[src/rtl/lane_unstriper.sv]
// Rebuilds 4-byte groups from a serial byte stream onto four parallel lanes.
// Supports forced realignment to lane 0, with a pulse when a partial group is dropped.
module lane_unstriper #(
    parameter int WIDTH = 8,
    parameter int CNT_W = 8
) (
    input  logic             clk,
    input  logic             reset,
    input  logic             valid_in,
    input  logic [WIDTH-1:0] data_in,
    input  logic             align,
    output logic             valid_out,
    output logic [WIDTH-1:0] out0,
    output logic [WIDTH-1:0] out1,
    output logic [WIDTH-1:0] out2,
    output logic [WIDTH-1:0] out3,
    output logic             partial_drop,
    output logic [CNT_W-1:0] group_count,
    output logic [1:0]       lane_idx
);

    typedef enum logic [1:0] {
        LANE0 = 2'd0,
        LANE1 = 2'd1,
        LANE2 = 2'd2,
        LANE3 = 2'd3
    } lane_e;

    lane_e            lane_idx_q, lane_idx_d;
    logic [WIDTH-1:0] hold0_q, hold0_d;
    logic [WIDTH-1:0] hold1_q, hold1_d;
    logic [WIDTH-1:0] hold2_q, hold2_d;
    logic [WIDTH-1:0] out0_q, out0_d;
    logic [WIDTH-1:0] out1_q, out1_d;
    logic [WIDTH-1:0] out2_q, out2_d;
    logic [WIDTH-1:0] out3_q, out3_d;
    logic             valid_out_q, valid_out_d;
    logic             partial_drop_q, partial_drop_d;
    logic [CNT_W-1:0] group_count_q, group_count_d;

    // The fourth byte goes straight into out3, so only three hold slots exist.
    always_comb begin
        lane_idx_d     = lane_idx_q;
        hold0_d        = hold0_q;
        hold1_d        = hold1_q;
        hold2_d        = hold2_q;
        out0_d         = out0_q;
        out1_d         = out1_q;
        out2_d         = out2_q;
        out3_d         = out3_q;
        valid_out_d    = 1'b0;
        partial_drop_d = 1'b0;
        group_count_d  = group_count_q;

        if (align) begin
            partial_drop_d = (lane_idx_q != LANE0);
            if (valid_in) begin
                hold0_d    = data_in;
                lane_idx_d = LANE1;
            end else begin
                lane_idx_d = LANE0;
            end
        end else if (valid_in) begin
            case (lane_idx_q)
                LANE0: begin
                    hold0_d    = data_in;
                    lane_idx_d = LANE1;
                end
                LANE1: begin
                    hold1_d    = data_in;
                    lane_idx_d = LANE2;
                end
                LANE2: begin
                    hold2_d    = data_in;
                    lane_idx_d = LANE3;
                end
                default: begin
                    out0_d        = hold0_q;
                    out1_d        = hold1_q;
                    out2_d        = hold2_q;
                    out3_d        = data_in;
                    valid_out_d   = 1'b1;
                    group_count_d = group_count_q + 1'b1;
                    lane_idx_d    = LANE0;
                end
            endcase
        end
    end

    always_ff @(posedge clk) begin
        if (reset) begin
            lane_idx_q     <= LANE0;
            hold0_q        <= '0;
            hold1_q        <= '0;
            hold2_q        <= '0;
            out0_q         <= '0;
            out1_q         <= '0;
            out2_q         <= '0;
            out3_q         <= '0;
            valid_out_q    <= 1'b0;
            partial_drop_q <= 1'b0;
            group_count_q  <= '0;
        end else begin
            lane_idx_q     <= lane_idx_d;
            hold0_q        <= hold0_d;
            hold1_q        <= hold1_d;
            hold2_q        <= hold2_d;
            out0_q         <= out0_d;
            out1_q         <= out1_d;
            out2_q         <= out2_d;
            out3_q         <= out3_d;
            valid_out_q    <= valid_out_d;
            partial_drop_q <= partial_drop_d;
            group_count_q  <= group_count_d;
        end
    end

    assign valid_out    = valid_out_q;
    assign partial_drop = partial_drop_q;
    assign out0         = out0_q;
    assign out1         = out1_q;
    assign out2         = out2_q;
    assign out3         = out3_q;
    assign group_count  = group_count_q;
    assign lane_idx     = lane_idx_q;

endmodule

[config.mk]
export PLATFORM = sky130hd
export DESIGN_NAME = lane_unstriper
export DESIGN_NICKNAME = d
export VERILOG_FILES = /design/src/rtl/lane_unstriper.sv
export SDC_FILE = /design/constraint.sdc
export NUM_CORES = 1
export LEC_CHECK = 0
export BUFFER_PORTS_ARGS = -buffer_cell sky130_fd_sc_hd__buf_2
export CAP_MARGIN = 0
export CORE_MARGIN = 2
export CORE_UTILIZATION = 48
export CTS_CLUSTER_SIZE = 8
export DETAILED_ROUTE_END_ITERATION = 16
export PLACE_DENSITY = 0.75
export SLEW_MARGIN = 10
export SYNTH_ARGS = -nofsm -noshare
export SYNTH_HDL_FRONTEND = slang
export SYNTH_SLANG_ARGS = --single-unit
export TNS_END_PERCENT = 10
[constraint.sdc]
create_clock -name clk -period 1.5 [get_ports clk]
set_clock_uncertainty 0.15 [all_clocks]
set_input_delay 0.075 -clock clk [delete_from_list [all_inputs] [get_ports clk]]
set_output_delay 0.075 -clock clk [all_outputs]
set_load 0.02 [all_outputs]
==> results.ini <==
[sta]
tightest_slew_ns = 0.269
finalCritPeriodShare_pct = 98.6
timing_hold_violations_final = 0
setup_tns_ns = 0
max_freq_ghz = 0.676
slew_violations = 0
slew_headroom_pct = 82.0
grt_setup_unrepaired = yes
fin_crit_ns = 1.48
finalSetupViolations = 0

[floorplan]
die_y_um = 76.5
fp-row-count = 26
die-area_sq_um = 5860
io_pins = 56
fp.coreArea_sq_um = 5110
die_w_um = 76.5
start_util_pct = 49.4

[logic_synthesis]
synth.most_common_cell = nand2_1
syn_nets = 296
syn_area_per_cell_sq_um = 9.05
yosys.area.top_type = dfxtp_1
synth_edf_count = 0
syn_area_sq_um = 2520
synth-seq-area-share_pct = 53.9
async_reset_ff_share_pct = 0
synth_cell_type_count = 27
syn_inst = 279
synth_top_area_share_pct = 53.9
ys_warn_count = 0
synth_common_cells = 69 x nand2_1, 68 x dfxtp_1, 39 x a21oi_1
ys_seq_elements = 68
synth_flop_cell = dfxtp_1
synthTopCellsByArea = dfxtp_1 54%, nand2_1 10%, mux2i_1 9.9%

[critical_path]
cp.depth = 4
crit_path_start_kind = flop
crit_family = simple AND/OR/NAND/NOR gates
crit_chain = ha_4 -> nand4b_4 -> or4_1 -> a21oi_1
reg2reg_slack_ns = 0.02
setup.worst_path.start = lane_idx[1]
crit_end = group_count[6]
r2r-end = group_count[6]
cp-end-kind = flop
rr_worst_depth = 4
path_buf_inv = 0
critPathKind = reg -> reg
worstPathArrival_ns = 1.60
r2r_start = lane_idx[1]
cp.required_ns = 1.62
cp_slowest_stage_delay_ns = 0.48
path_max_fanout = 6
slowest_stage = or4_1

[routing]
wl_per_cell_um = 13.2
drcViolationCount = 0
ant_nets = 0
dr.pass1.iters = 4
drtIter0Drc = 168
route.final.wire_length_mm = 5.62
via_count = 2170
viasPerCell = 5.08

[clock_network]
cts.sinks = 68
cts_tree = built
insertion_delay_ns = 0.34
cts_buffers = 9
htreeDepth = 3
clk_path_buf_depth = 2
clk_pin_slew_ns = 0.07
cts_root_buffer = clkbuf_8

[min_path]
hp-class = in -> reg
min_path_cells = 3

[global_routing]
track_usage_pct = 20.1
grt_pass1_vias = 1994
antenna_found_initial = 0
grt_start_max_net_pins = 61
overflow = 0
grt_pass1_wl_mm = 9.27

[place]
place_area_sq_um = 2990
detailed_place_hpwl_mm = 3.58
port_buffers = 55
gp_routability_congestion = 0.805

[final_layout]
syn_to_final_growth_pct = 32.3
finish.utilization_pct = 65.4
nets = 369
final_area_sq_um = 3340
n_antenna_cell = 0
drive_gt1_share_pct = 27.2

[pwr]
p_int_uw = 2730
p_total_uw = 3540
clockPowerShare_pct = 42.6
p_seq_share_pct = 52.0
comb_power_share_pct = 5.4
power_leakage_uw = 0.00154
vdd_drop_max_v = 0.000766
p_sw_share_pct = 23.0
power.density_nw_per_um2 = 1060
power.net_switching_uw = 814

[outcome]
outcome = completed

[flow_run]
cap_violations = 0

==> sequential cells by signal (all words and copies together) (netlist names) <==
name	count
group_count	8
hold0_q	8
hold1_q	8
hold2_q	8
out0	8
out1	8
out2	8
out3	8
lane_idx	2
partial_drop	1
valid_out	1
==> tightest hold or removal path, cell delays in order <==
cell     delay (ns)
buf_2          0.19
mux2i_1        0.18
nor3_1         0.06
==> cells by family after synthesis <==
kind of cell	share of synthesized area [%]
AO/OA/AOI/OAI	9.46
XOR/XNOR	0.694
adder cells (fa/ha/maj)	2.48
buffers and inverters	3.62
flip-flops	53.9
multiplexers	9.91
AND/OR/NAND/NOR	19.9
==> cells in the final DEF (no fill, tap or decap), types with 2 or more instances in the layout <==
master         Yosys  routed
dfxtp_1           68      64
o21ai_0            4       4
buf_4              1       7
o31ai_1            2       2
clkinv_2           0       2
buf_2              7      55
ha_1               5       3
nor2_1            27      27
or3_1              3       3
dfxtp_4            0       2
mux2i_1           25      25
buf_12             0       5
nand3b_1           2       2
nand2_1           69      69
dfxtp_2            0       2
a21oi_1           39      38
inv_1              2       2
buf_6              0       2
clkbuf_8           0      10
dlygate4sd3_1      0      12
or4_1              2       2
==> final cells by class <==
class                   count  area, sq um
fillers                   434         1770
clock buffers              10          138
flip-flops and latches     68         1370
well taps                  70         87.6
multi-input cells         190         1100
inverters                   2         7.51
clock inverters             6         62.6
repair buffers             81          571
==> worst min path at each step <==
stage,endpoint,start,slack [ns]
2_1_floorplan,out3[0],data_in[0],0.06
3_3_place_gp,out3[7],data_in[7],0.21
3_5_place_dp,out3[7],data_in[7],0.21
4_1_cts,lane_idx[1],valid_in,0.04
5_1_grt,lane_idx[1],valid_in,0.10
6_report,lane_idx[1],valid_in,0.05
==> power groups by stage <==
stage	combinational (uW)	sequential, uW	clock [uW]
floorplan	97.5	1880	0
global placement	163	1880	0
detailed placement	166	1880	0
CTS	192	1840	1530
global route	208	1840	1610
finish	192	1840	1510
==> stage by stage <==
step | cells | setup slack, ns | hold WS (ns)
global route | 427 | -0.0434 | 0.103
finish | 427 | 0.0203 | 0.0549
detailed placement | 397 | 0.000712 | 0.214
CTS | 426 | 0.000153 | 0.0450
floorplan | 279 | 0.00433 | 0.0610
global placement | 397 | 0.0427 | 0.213
==> routing by layer <==
metal | part of all wire [%] | global-route usage, % | wire length (um) | vias up
li1 | - | - | - | 1072
met3 | 4.3 | 4.38 | 243 | 13
met2 | 50 | 32.8 | 2780 | 48
met4 | 2.3 | 10.9 | 129 | 0
met1 | 44 | 24.8 | 2460 | 1037
met5 | 0 | 0 | 0 | -
==> timing repair <==
item	in CTS	in global routing
hold endpoints to repair	37	0
pin swaps	4	1
endpoints found under the setup margin	3	25
buffers inserted	1	1
hold buffers	12	0
gates resized for setup	0	6
(Power assumes the default switching activity.)
